`src/rtl/washer_pkg.sv`:
```
// washer_pkg: panel FSM states, load codes and load-code check shared with washerTop
package washer_pkg;
   typedef enum logic [1:0] {IDLE = 2'd0, LAUNCH = 2'd1, WAIT_ACK = 2'd2, RUN = 2'd3} state_t;
   localparam logic [1:0] LOAD_SMALL   = 2'b00;
   localparam logic [1:0] LOAD_MED     = 2'b01;
   localparam logic [1:0] LOAD_LARGE   = 2'b10;
   localparam logic [1:0] LOAD_INVALID = 2'b11;
   function automatic logic load_valid(input logic [1:0] l);
      return l != LOAD_INVALID;
   endfunction
endpackage

```
`src/rtl/panel_debounce.sv`:
```
// panel_debounce: synchroniser chain plus stable-count debouncer for one input vector
module panel_debounce #(
   parameter int WIDTH           = 1,
   parameter int SYNC_STAGES     = 2,
   parameter int DEBOUNCE_CYCLES = 4
) (
   input  logic             clk,
   input  logic             reset,
   input  logic [WIDTH-1:0] raw,
   output logic [WIDTH-1:0] db,
   output logic             settled
);
   localparam int CW = $clog2(DEBOUNCE_CYCLES + 1);
   localparam logic [CW-1:0] CMAX = CW'(DEBOUNCE_CYCLES);
   logic [WIDTH-1:0] sync [SYNC_STAGES];
   logic [CW-1:0] cnt, cnt_n;
   logic chg;
   assign chg = sync[SYNC_STAGES-2] != sync[SYNC_STAGES-1];
   assign cnt_n = chg ? '0 : (cnt == CMAX ? cnt : cnt + 1'b1);
   assign settled = (cnt == CMAX) && (db == sync[SYNC_STAGES-1]);
   always_ff @(posedge clk) begin
      if (reset) begin
         for (int i = 0; i < SYNC_STAGES; i++) sync[i] <= '0;
         cnt <= '0;
         db  <= '0;
      end else begin
         sync[0] <= raw;
         for (int i = 1; i < SYNC_STAGES; i++) sync[i] <= sync[i-1];
         cnt <= cnt_n;
         if (cnt_n == CMAX) db <= sync[SYNC_STAGES-1];
      end
   end
endmodule

```
`src/rtl/washer_panel.sv`:
```
// washer_panel: front-panel conditioner issuing qualified Start pulses and latched load codes to washerTop
module washer_panel import washer_pkg::*; #(
   parameter int SYNC_STAGES     = 2,
   parameter int DEBOUNCE_CYCLES = 4,
   parameter int ACK_TIMEOUT     = 4
) (
   input  logic       clk,
   input  logic       reset,
   input  logic       startBtn,
   input  logic       doorSw,
   input  logic [1:0] loadSel,
   input  logic       Busy,
   output logic       Start,
   output logic       Door,
   output logic [1:0] load,
   output logic       Reject
);
   localparam int TW = $clog2(ACK_TIMEOUT + 1);
   localparam logic [TW-1:0] TMAX  = TW'(ACK_TIMEOUT);
   localparam logic [TW-1:0] TLAST = TW'(ACK_TIMEOUT - 1);
   logic db_start, db_start_q, start_settled, door_settled, load_settled, unused_settled;
   logic armed, req, ok, rej_n, load_en;
   logic [1:0] db_load;
   logic [TW-1:0] tcnt;
   state_t state, state_n;
   panel_debounce #(.WIDTH(1), .SYNC_STAGES(SYNC_STAGES), .DEBOUNCE_CYCLES(DEBOUNCE_CYCLES)) u_start (
      .clk(clk), .reset(reset), .raw(startBtn), .db(db_start), .settled(start_settled));
   panel_debounce #(.WIDTH(1), .SYNC_STAGES(SYNC_STAGES), .DEBOUNCE_CYCLES(DEBOUNCE_CYCLES)) u_door (
      .clk(clk), .reset(reset), .raw(doorSw), .db(Door), .settled(door_settled));
   panel_debounce #(.WIDTH(2), .SYNC_STAGES(SYNC_STAGES), .DEBOUNCE_CYCLES(DEBOUNCE_CYCLES)) u_load (
      .clk(clk), .reset(reset), .raw(loadSel), .db(db_load), .settled(load_settled));
   assign unused_settled = door_settled & load_settled;
   assign req   = armed & db_start & ~db_start_q;
   assign ok    = ~Door & ~Busy & load_valid(db_load);
   assign Start = state == LAUNCH;
   always_comb begin
      state_n = state;
      rej_n   = 1'b0;
      load_en = 1'b0;
      case (state)
         IDLE: begin
            state_n = (req & ok) ? LAUNCH : IDLE;
            rej_n   = req & ~ok;
            load_en = req & ok;
         end
         LAUNCH: begin
            state_n = WAIT_ACK;
            rej_n   = req;
         end
         WAIT_ACK: begin
            state_n = Busy ? RUN : (tcnt == TLAST ? IDLE : WAIT_ACK);
            rej_n   = req | (~Busy & (tcnt == TLAST));
         end
         RUN: begin
            state_n = Busy ? RUN : IDLE;
            rej_n   = req;
         end
         default: state_n = IDLE;
      endcase
   end
   always_ff @(posedge clk) begin
      if (reset) begin
         state      <= IDLE;
         db_start_q <= 1'b0;
         armed      <= 1'b0;
         tcnt       <= '0;
         load       <= LOAD_SMALL;
         Reject     <= 1'b0;
      end else begin
         state      <= state_n;
         db_start_q <= db_start;
         armed      <= armed | (~db_start & start_settled);
         tcnt       <= (state == LAUNCH) ? '0 : (tcnt == TMAX ? tcnt : tcnt + 1'b1);
         load       <= load_en ? db_load : load;
         Reject     <= rej_n;
      end
   end
endmodule

```
`config.mk`:
```
export PLATFORM = sky130hd
export DESIGN_NAME = washer_panel
export DESIGN_NICKNAME = d
export VERILOG_FILES = /design/src/rtl/washer_pkg.sv /design/src/rtl/panel_debounce.sv /design/src/rtl/washer_panel.sv
export SDC_FILE = /design/constraint.sdc
export NUM_CORES = 1
export LEC_CHECK = 0
export ABC_CLOCK_PERIOD_IN_PS = 1550
export BUFFER_PORTS_ARGS = -buffer_cell sky130_fd_sc_hd__buf_2
export CORE_MARGIN = 1.5
export CORE_UTILIZATION = 51
export DETAILED_ROUTE_END_ITERATION = 8
export PLACE_DENSITY = 0.7
export SLEW_MARGIN = 30
export SYNTH_ARGS = -nofsm -noshare
export SYNTH_HDL_FRONTEND = slang
export SYNTH_SLANG_ARGS = --single-unit
export TNS_END_PERCENT = 50
```
`constraint.sdc`:
```
create_clock -name clk -period 1.55 [get_ports clk]
set_input_delay 0.2325 -clock clk [delete_from_list [all_inputs] [get_ports clk]]
set_output_delay 0.2325 -clock clk [all_outputs]
set_load 0.01 [all_outputs]
```
# Yosys cells after proc, flatten, opt, wreduce, memory -nomap -nowiden
# Memories as Yosys holds them, arrays and structs flattened.
# Index checks and enable logic that the tools add are counted.
[totals]
ramBits = 8
latchBits = 0
mem_bits_ro = 0
n_memories = 3
register_bits = 23
elab_cells = 82
input_bits = 7
out_inout_bits = 5
[mem_list]
columns = ["name", "depth", "width", "read_ports", "rd_ports_with_merged_regs", "wr", "line_no", "rtl"]
rows = [
  ["u_load.sync", 2, 2, 2, 0, 2, "panel_debounce.sv:15", "logic [WIDTH-1:0] sync [SYNC_STAGES];"],
  ["u_door.sync", 2, 1, 2, 0, 2, "panel_debounce.sv:15", ""],
  ["u_start.sync", 2, 1, 2, 0, 2, "panel_debounce.sv:15", ""],
]
[op_classes]
reduce_logical = 4
shift = 0
addsub = 4
eq_ne = 16
multipliers = 0
bitwise = 21
muxes = 22
div_mod_pow = 0
magnitude_cmp = 0
[ops]
columns = ["cell", "n"]
rows = [
  ["$eq 3x3->1 const B", 7],
  ["$mux 3", 6],
  ["$add 3x1->3 const B", 4],
  ["$mux 2", 5],
  ["$mux 1", 9],
  ["$and 1x1->1", 8],
  ["$or 1x1->1", 8],
  ["$pmux 2 s4", 1],
  ["$not 1->1", 5],
  ["$eq 2x2->1 const B", 2],
  ["$reduce_or 2->1", 2],
  ["$eq 3x2->1 const B", 1],
  ["$pmux 1 s3", 1],
  ["$eq 2x1->1 const B", 1],
  ["$logic_not 2->1", 1],
  ["$ne 1x1->1", 2],
  ["$ne 2x2->1", 1],
  ["$ne 2x2->1 const B", 1],
  ["$eq 1x1->1", 1],
  ["$logic_and 1x1->1", 1],
]

# Longest topological paths before layout
# Gate-level depths: netlist of the first run.
[depth]
word_depth = 6
depth_mapped = 6
depth_no_buf = 6

# Cells and area by module
# A second synthesis of the first run with hierarchy kept.
[unflattened]
cells_unflattened = 144
area_unflattened_um2 = 1443.9
[by_module_without_submodules]
columns = ["mod", "area_each_um2", "cells_each", "instances", "seq_area_each_um2"]
rows = [
  ["panel_debounce (u_door ...)", 279.0, 26, 2, 120.1],
  ["washer_panel", 475.5, 49, 1, 200.2],
  ["panel_debounce (u_load)", 410.4, 43, 1, 180.2],
]

# Least setup slack after synthesis of the first run
# OpenSTA, ideal clock, no wires.
[synth_timing]
path_kind = "reg-to-reg"
start = "register u_door.cnt[0]"
end = "register u_door.db (read register of u_door.sync)"
path_stages_with_launch = 7
setup_time_ns = 0.132
period_less_slack_ns = 1.678
path_slack_ns = -0.128
required_ns = 1.418
path_buffers = 0
t_arrival_ns = 1.546
cell_sequence = "dfxtp_1 > inv_1 > ha_1 > or4bb_1 > o211ai_2 > mux2i_1 > a21oi_1"
[synth_via]
elab_chain_cells = 4
elab_cells_between_ends = 5
cone_classes = "add/sub (1); eq/ne (2); mux (2)"
[synth_lines]
columns = ["item", "line_no", "rtl"]
rows = [
  ["from (decl)", "panel_debounce.sv:16", "logic [CW-1:0] cnt, cnt_n;"],
  ["from (signal assigned)", "panel_debounce.sv:29", "cnt <= cnt_n;"],
  ["$add 3x1->3 / $eq 3x3->1 (equally long branches)", "panel_debounce.sv:19", "assign cnt_n = chg ? '0 : (cnt == CMAX ? cnt : cnt + 1'b1);"],
  ["$mux 3 * (2 in series)", "panel_debounce.sv:19", ""],
  ["$eq 3x3->1 *", "panel_debounce.sv:30", "if (cnt_n == CMAX) db <= sync[SYNC_STAGES-1];"],
  ["to (decl)", "panel_debounce.sv:10", "output logic [WIDTH-1:0] db,"],
]
# Every way passes the cells marked *; elsewhere a longest branch is shown, timed or not.
# A chain may end at the register's enable or synchronous reset.

# Worst setup path after layout of the first run
[layout_timing]
start = "register u_door.cnt[1]"
end = "register u_door.db (read register of u_door.sync)"
# Same word-level chain as after synthesis.

==> impl_metrics.yaml, run 1 <==
place:
  port-buffer-count: 11
  numPlacedInstances: 185
  dp_hpwl_microns: 1537
  routabilityCongestion: 0.7374
floorplanning:
  die-area_sq_um: 2921
  placeableCoreArea_sq_um: 2477
  initial_utilization: 0.5364
  num_io_pins: 12
  placementRows: 18
  die_y_microns: 54.05
  die_w_microns: 54.05
sta:
  setup_viol_count_final: 2
  maxSlewViolCount: 0
  hold_viol: 0
  layout_min_cycle_time_ns: 1.636
  fin_setup_tns_ns: -0.1186
  max_freq_ghz: 0.6113
  max-slew-margin-rel: 0.7276
  skew_ns: 0.009119
  timing.final.ws_setup_ns: -0.08586
  worst-slew-pin-transition_ns: 0.4086
  rsz0062_at_grt: "true"
  min_period_over_period: 1.055
cells_and_area:
  area.growth.synth_to_final_pct: 22.13
  fill_cells: 202
  share_of_cells_above_drive_strength_1: 0.2606
  antenna-diode-count: 0
  nNetsFinal: 180
  layout.cells.non_filler: 195
critical_path:
  crit-reg2reg-launch: "u_door.cnt[1]"
  cp.required_ns: 1.74
  timing.critical_path.slowest_stage_cell: "sky130_fd_sc_hd__or4bb_1"
  depth_of_the_worst_register_to_register_path: 6
  critical_path.cell_chain: "inv_2 > ha_4 > or4bb_1 > o211ai_2 > mux2i_1 > a21oi_1"
  timing.critical_path.depth: 6
  crit_buf_inv: 1
  crit_path_start: "u_door.cnt[1]"
  criticalPathCategory: "reg -> reg"
  setup.worst_path.end_class: "flip-flop"
  crit_path_max_incr_delay_ns: 0.53
  worst_path_max_fanout: 2
  critical_path.top_delay_family: "simple AND/OR/NAND/NOR gates"
  start_kind: "flip-flop"
  arrival_ns: 1.83
route:
  drtPass1Iterations: 4
  antenna_left: 0
  wire_per_inst_microns: 11.85
  drt-vias-per-instance: 5.082
  drc: 0
  vias: 991
  totalWireLength_microns: 2311
  drt-initial-drc-count: 15
yosys:
  most_instantiated_cells_after_synthesis: "sky130_fd_sc_hd__dfxtp_1 (31), sky130_fd_sc_hd__nor2_1 (12), sky130_fd_sc_hd__inv_1 (10), sky130_fd_sc_hd__nand2_1 (10), sky130_fd_sc_hd__nor2b_1 (10)"
  postSynthAreaPerCell_sq_um: 9.560
  synth_edf_count: 0
  synth_ff_type: "sky130_fd_sc_hd__dfxtp_1"
  ys_warn_count: 0
  most_used_standard_cell_by_instance_count_after_synthesis: "sky130_fd_sc_hd__dfxtp_1"
  syn_nets: 155
  netlist_instances: 139
  post-synth-top-area-cell: "sky130_fd_sc_hd__dfxtp_1"
  proportion_of_synthesized_chip_area_in_sequential_cells: 0.4670
  synthArstFlopShare: 0
  synth_top_cells_by_area: "sky130_fd_sc_hd__dfxtp_1 (47%), sky130_fd_sc_hd__ha_1 (8.5%), sky130_fd_sc_hd__nor2b_1 (4.7%)"
  netlist.area_leader.share: 0.4670
  area_of_the_mapped_netlist_sq_um: 1329
  synth.ff_latch_count: 31
  synth.lib_cells_used.distinct: 31
global_route:
  antenna_violations_before_repair: 0
  pin_count_of_the_biggest_net_entering_global_routing: 26
  grt_use_total: 0.1791
  grt_first_pass_wirelength_microns: 3539
  first_global_vias: 910
  globalRouteOverflowTotal: 0
pwr:
  power.share.combinational: 0.171
  power.share.switching: 0.2559
  cellInternalPower_mw: 1.279
  totalPowerFinal_mw: 1.719
  leakagePower_nw: 0.6703
  vdd.ir_drop.worst_mv: 0.8543
  p_clk_frac: 0.300
  cellPowerDensity_nw_per_um2: 1060
  pwr-share-seq: 0.529
  p_sw_mw: 0.4400
outcome:
  failed_checks: "setup timing"
  outcome: "finished, violations left"
clock_network:
  cts_tree: "done"
  cts_buffer_depth: 2
  clk_latency_ns: 0.32
  cts.clk_slew.worst_paths_ns: 0.09
  clockRootBuffer: "sky130_fd_sc_hd__clkbuf_4"
  ctsHtreeMaxLevel: 2
  clock-sinks: 31
  tritoncts_buffer_count: 5
job:
  max_cap_viol_count: 0
hold_path:
  min_path_cells: 2
  worstHoldStart: "loadSel[1]"
  timing.hold.worst.class: "in -> reg"
==> flip-flops by register name, indices dropped and copies added, names as in the netlist <==
register,flops
db_start_q,1
u_door.db,1
u_load.sync,4
u_start.db,1
u_load.cnt,3
u_load.db,2
load,2
Reject,1
u_start.cnt,3
armed,1
state,2
u_door.cnt,3
u_door.sync,2
u_start.sync,2
tcnt,3
==> stage by stage <==
stage          hold slack [ns]  setup WS [ns]  instance area (sq um)    util
2_1_floorplan           0.3607       -0.08101                   1331       -
3_3_place_gp            0.4436       -0.07259                   1473  0.5944
3_5_place_dp            0.4537        -0.1212                   1473  0.5944
4_1_cts                 0.1012       -0.07046                   1613  0.6510
5_1_grt                 0.1088        -0.1306                   1623  0.6551
6_report                0.1200       -0.08586                   1623  0.6551
==> area by class of cell <==
| class | count | area (sq um) | area share |
|---|---|---|---|
| Sequential cell | 31 | 626.9 | 0.3863 |
| Inverter | 10 | 37.54 | 0.02313 |
| Tap cell | 30 | 37.54 | 0.02313 |
| Multi-Input combinational cell | 95 | 718.2 | 0.4426 |
| Clock buffer | 8 | 68.82 | 0.04241 |
| Timing Repair Buffer | 21 | 133.9 | 0.08250 |
==> routing by layer <==
metal / global-route usage / vias up / part of all wire
li1: - / 516 / -
met1: 0.1829 / 451 / 0.47
met2: 0.3008 / 22 / 0.47
met3: 0.08333 / 2 / 0.051
met4: 0.1000 / 0 / 0.012
met5: 0 / - / 0
==> final timing paths <==
path,end,slack [ns]
worst max-delay path,u_door.db,-0.09
worst min-delay path,u_load.sync[0][1],0.12
worst max register to register,u_door.db,-0.09
worst min register to register,u_start.sync[0][1],0.48
==> worst register-to-register path: cells and delay by family, from the launching register on <==
family / cells / cell delay, ns
mux: 1 / 0.19
compound gates: 2 / 0.18
flops: 1 / 0.34
simple gates: 1 / 0.53
buf+inv: 1 / 0.04
fa+ha+maj: 1 / 0.23
==> cell usage in the layout (no fill, tap or decap), types with 2 or more instances in the layout <==
cell,n
sky130_fd_sc_hd__a21oi_1,6
sky130_fd_sc_hd__inv_2,2
sky130_fd_sc_hd__nand2_1,10
sky130_fd_sc_hd__or4bb_1,2
sky130_fd_sc_hd__nor2b_1,10
sky130_fd_sc_hd__xnor2_1,6
sky130_fd_sc_hd__o21ai_0,3
sky130_fd_sc_hd__nand3b_1,2
sky130_fd_sc_hd__nor2_1,11
sky130_fd_sc_hd__nor3b_1,2
sky130_fd_sc_hd__or2b_1,2
sky130_fd_sc_hd__buf_2,11
sky130_fd_sc_hd__nor3_1,3
sky130_fd_sc_hd__ha_1,6
sky130_fd_sc_hd__a31oi_1,2
sky130_fd_sc_hd__nand2b_1,4
sky130_fd_sc_hd__clkbuf_4,5
sky130_fd_sc_hd__nand3_1,3
sky130_fd_sc_hd__nor4_1,2
sky130_fd_sc_hd__ha_4,3
sky130_fd_sc_hd__dfxtp_1,26
sky130_fd_sc_hd__buf_4,9
sky130_fd_sc_hd__inv_1,8
sky130_fd_sc_hd__mux2i_1,5
sky130_fd_sc_hd__dfxtp_2,5
sky130_fd_sc_hd__clkbuf_8,2
==> power groups by stage <==
stage / Combinational [mW] / Clock [mW] / Sequential, mW
2_1_floorplan: 0.187 / 0 / 0.916
3_3_place_gp: 0.239 / 0 / 0.917
3_5_place_dp: 0.259 / 0 / 0.924
4_1_cts: 0.291 / 0.543 / 0.908
5_1_grt: 0.332 / 0.565 / 0.915
6_report: 0.293 / 0.516 / 0.910
==> what timing repair did <==
item / CTS / global route
hold buffers: 0 / 0
resized for setup: 12 / 3
hold endpoints to repair: 0 / 0
pin swaps: 7 / 2
buffers inserted: 2 / 0
endpoints found under the setup margin: 4 / 4
==> kinds of logic (layout without fill, tap and decap cells) <==
family                     Yosys count  count (layout)  share of synthesized area
AOI/OAI and AO/OA                   15              15                    0.06780
buffers and inverters               13              39                    0.03673
DFF                                 31              31                     0.4670
adders and majority gates            9               9                    0.08475
muxes                                6               6                    0.04614
xor gates and xnor gates             7               7                    0.04614
and+or+nand+nor                     58              58                     0.2514
No activity file was read; power rests on OpenSTA's default activity.
==> run 2, diff against run 1 <==
Settings changed: CORE_UTILIZATION 51 to 52, PLACE_DENSITY 0.7 to 0.71, SYNTH_HIERARCHICAL from default to 1.
==> impl_metrics.yaml, run 2 <==
cells_and_area:
  area.growth.synth_to_final_pct: 11.90
  fill_cells: 220
  largest_register_ff_count: 4
  final_cell_mix: "sky130_fd_sc_hd__dfxtp_1 (30), sky130_fd_sc_hd__buf_2 (11)"
  nNetsFinal: 172
  antenna-diode-count: 0
  share_of_the_core_filled_with_cells: 0.6250
  finalInstanceArea_sq_um: 1577
  share_of_cells_above_drive_strength_1: 0.2293
  layout.cells.non_filler: 187
  max_flop_register: "u_load/sync"
  most_common_cell_after_layout_fill_and_taps_aside: "sky130_fd_sc_hd__dfxtp_1"
place:
  port-buffer-count: 11
  dp_hpwl_microns: 1514
  dpl-instance-area_sq_um: 1486
  numPlacedInstances: 178
  routabilityCongestion: 0.6646
global_route:
  grt_use_total: 0.1636
  antenna_violations_before_repair: 0
  first_global_vias: 867
  globalRouteOverflowTotal: 0
  grt_first_pass_wirelength_microns: 3374
  pin_count_of_the_biggest_net_entering_global_routing: 35
floorplanning:
  die-area_sq_um: 3031
  placementRows: 18
  num_io_pins: 12
  die_w_microns: 55.05
  die_y_microns: 55.05
  initial_utilization: 0.5585
  placeableCoreArea_sq_um: 2522
job:
  max_cap_viol_count: 0
clock_network:
  tritoncts_buffer_count: 5
  cts_tree: "done"
  clockRootBuffer: "sky130_fd_sc_hd__clkbuf_4"
  cts.clk_slew.worst_paths_ns: 0.09
  clock-sinks: 31
  cts_buffer_depth: 2
  ctsHtreeMaxLevel: 2
  clk_latency_ns: 0.33
  cts_hold_buf: 0
sta:
  worst-slew-pin-transition_ns: 0.5035
  rsz0062_at_grt: "false"
  setup_viol_count_final: 0
  fin_hold_ws_ns: 0.1068
  hold_viol: 0
  max_freq_ghz: 0.6875
  min_period_over_period: 0.9384
  maxSlewViolCount: 0
  skew_ns: 0.004321
  layout_min_cycle_time_ns: 1.455
  max-slew-margin-rel: 0.6643
pwr:
  leakagePower_nw: 0.6264
  totalPowerFinal_mw: 1.693
  p_sw_mw: 0.4375
  pwr-share-seq: 0.536
  power.share.combinational: 0.156
  vdd.ir_drop.worst_mv: 0.8771
  p_clk_frac: 0.308
  cellPowerDensity_nw_per_um2: 1074
  power.share.switching: 0.2585
  cellInternalPower_mw: 1.255
critical_path:
  reg2reg_to: "u_load/db[0]"
  setup.worst_path.end_class: "flip-flop"
  cp.required_ns: 1.80
  crit-reg2reg-launch: "u_load/cnt[1]"
  depth_of_the_worst_register_to_register_path: 6
  worstSetupEndpoint: "u_load/db[0]"
  internal_reg_to_reg_setup_slack_ns: 0.1
  worst_path_max_fanout: 4
  start_kind: "flip-flop"
  crit_path_start: "u_load/cnt[1]"
  arrival_ns: 1.71
  criticalPathCategory: "reg -> reg"
route:
  drc: 0
  antenna_left: 0
  totalWireLength_microns: 2117
  drt-initial-drc-count: 8
  drt-vias-per-instance: 5.123
  drtPass1Iterations: 3
  wire_per_inst_microns: 11.32
  vias: 958
hold_path:
  min_path_cells: 2
  timing.hold.worst.class: "in -> reg"
yosys:
  ys_warn_count: 6
  area_of_the_mapped_netlist_sq_um: 1409
  syn_nets: 155
  postSynthAreaPerCell_sq_um: 10.14
  netlist_instances: 139
outcome:
  outcome: "complete, no violations"
-- run 2: cell types whose count changed in the layout (fill, tap and decap cells not counted), moves of 4 or more --
| cell | change |
|---|---|
| sky130_fd_sc_hd__buf_4 | -8 |
| sky130_fd_sc_hd__dfxtp_2 | -4 |
| sky130_fd_sc_hd__nor2_1 | -4 |
| sky130_fd_sc_hd__dfxtp_1 | +4 |
-- run 2: power groups by stage --
stage | Sequential [mW] | Clock [mW] | Combinational [mW]
floorplan | 0.916 | 0 | 0.200
global placement | 0.921 | 0 | 0.230
detailed placement | 0.928 | 0 | 0.251
CTS | 0.908 | 0.547 | 0.259
global route | 0.917 | 0.577 | 0.299
finish | 0.907 | 0.522 | 0.263
-- run 2: worst min path at each step --
stage                        start                 end  slack [ns]
final                     startBtn  u_start/sync[0][0]        0.11
after global routing        doorSw   u_door/sync[0][0]         0.1
after CTS                 startBtn  u_start/sync[0][0]        0.09
after detailed placement  startBtn  u_start/sync[0][0]        0.45
after global placement    startBtn  u_start/sync[0][0]        0.44
after floorplan              reset   u_door/sync[0][0]        0.30
-- run 2: repair_timing --
| item | in CTS | in global routing |
|---|---|---|
| setup buffers | 1 | 0 |
| setup endpoints to repair | 2 | 2 |
| pin swaps | 1 | 2 |
| resized for setup | 2 | 2 |
-- run 2: per-layer routing --
metal  up-vias  track usage  wire length (microns)
li1        491            -                      -
met1       448       0.1728                    914
met2        14       0.2738                   1057
met3         5      0.08065                     96
met4         0      0.07317                     48
met5         -            0                      0
-- run 2: critical path: stages (launching register included) --
cell,delay (ns)
sky130_fd_sc_hd__dfxtp_1,0.34
sky130_fd_sc_hd__inv_1,0.08
sky130_fd_sc_hd__ha_4,0.18
sky130_fd_sc_hd__nor2_1,0.10
sky130_fd_sc_hd__nand3_1,0.10
sky130_fd_sc_hd__a311oi_2,0.35
sky130_fd_sc_hd__mux2i_1,0.24
-- run 2: stage by stage --
step | setup slack, ns | TNS (ns)
after floorplan | 0.1372 | 0
after global placement | 0.09536 | 0
after detailed placement | -0.05615 | -0.08353
after CTS | 0.03002 | 0
after global routing | 0.02025 | 0
final | 0.09546 | 0
-- run 2: area by class of cell --
cell class	count	area [sq um]	area share
Multi-Input combinational cell	95	744.5	0.4722
Sequential cell	31	621.8	0.3944
Clock buffer	8	68.82	0.04365
Tap cell	30	37.54	0.02381
Timing Repair Buffer	12	62.56	0.03968
Inverter	11	41.29	0.02619
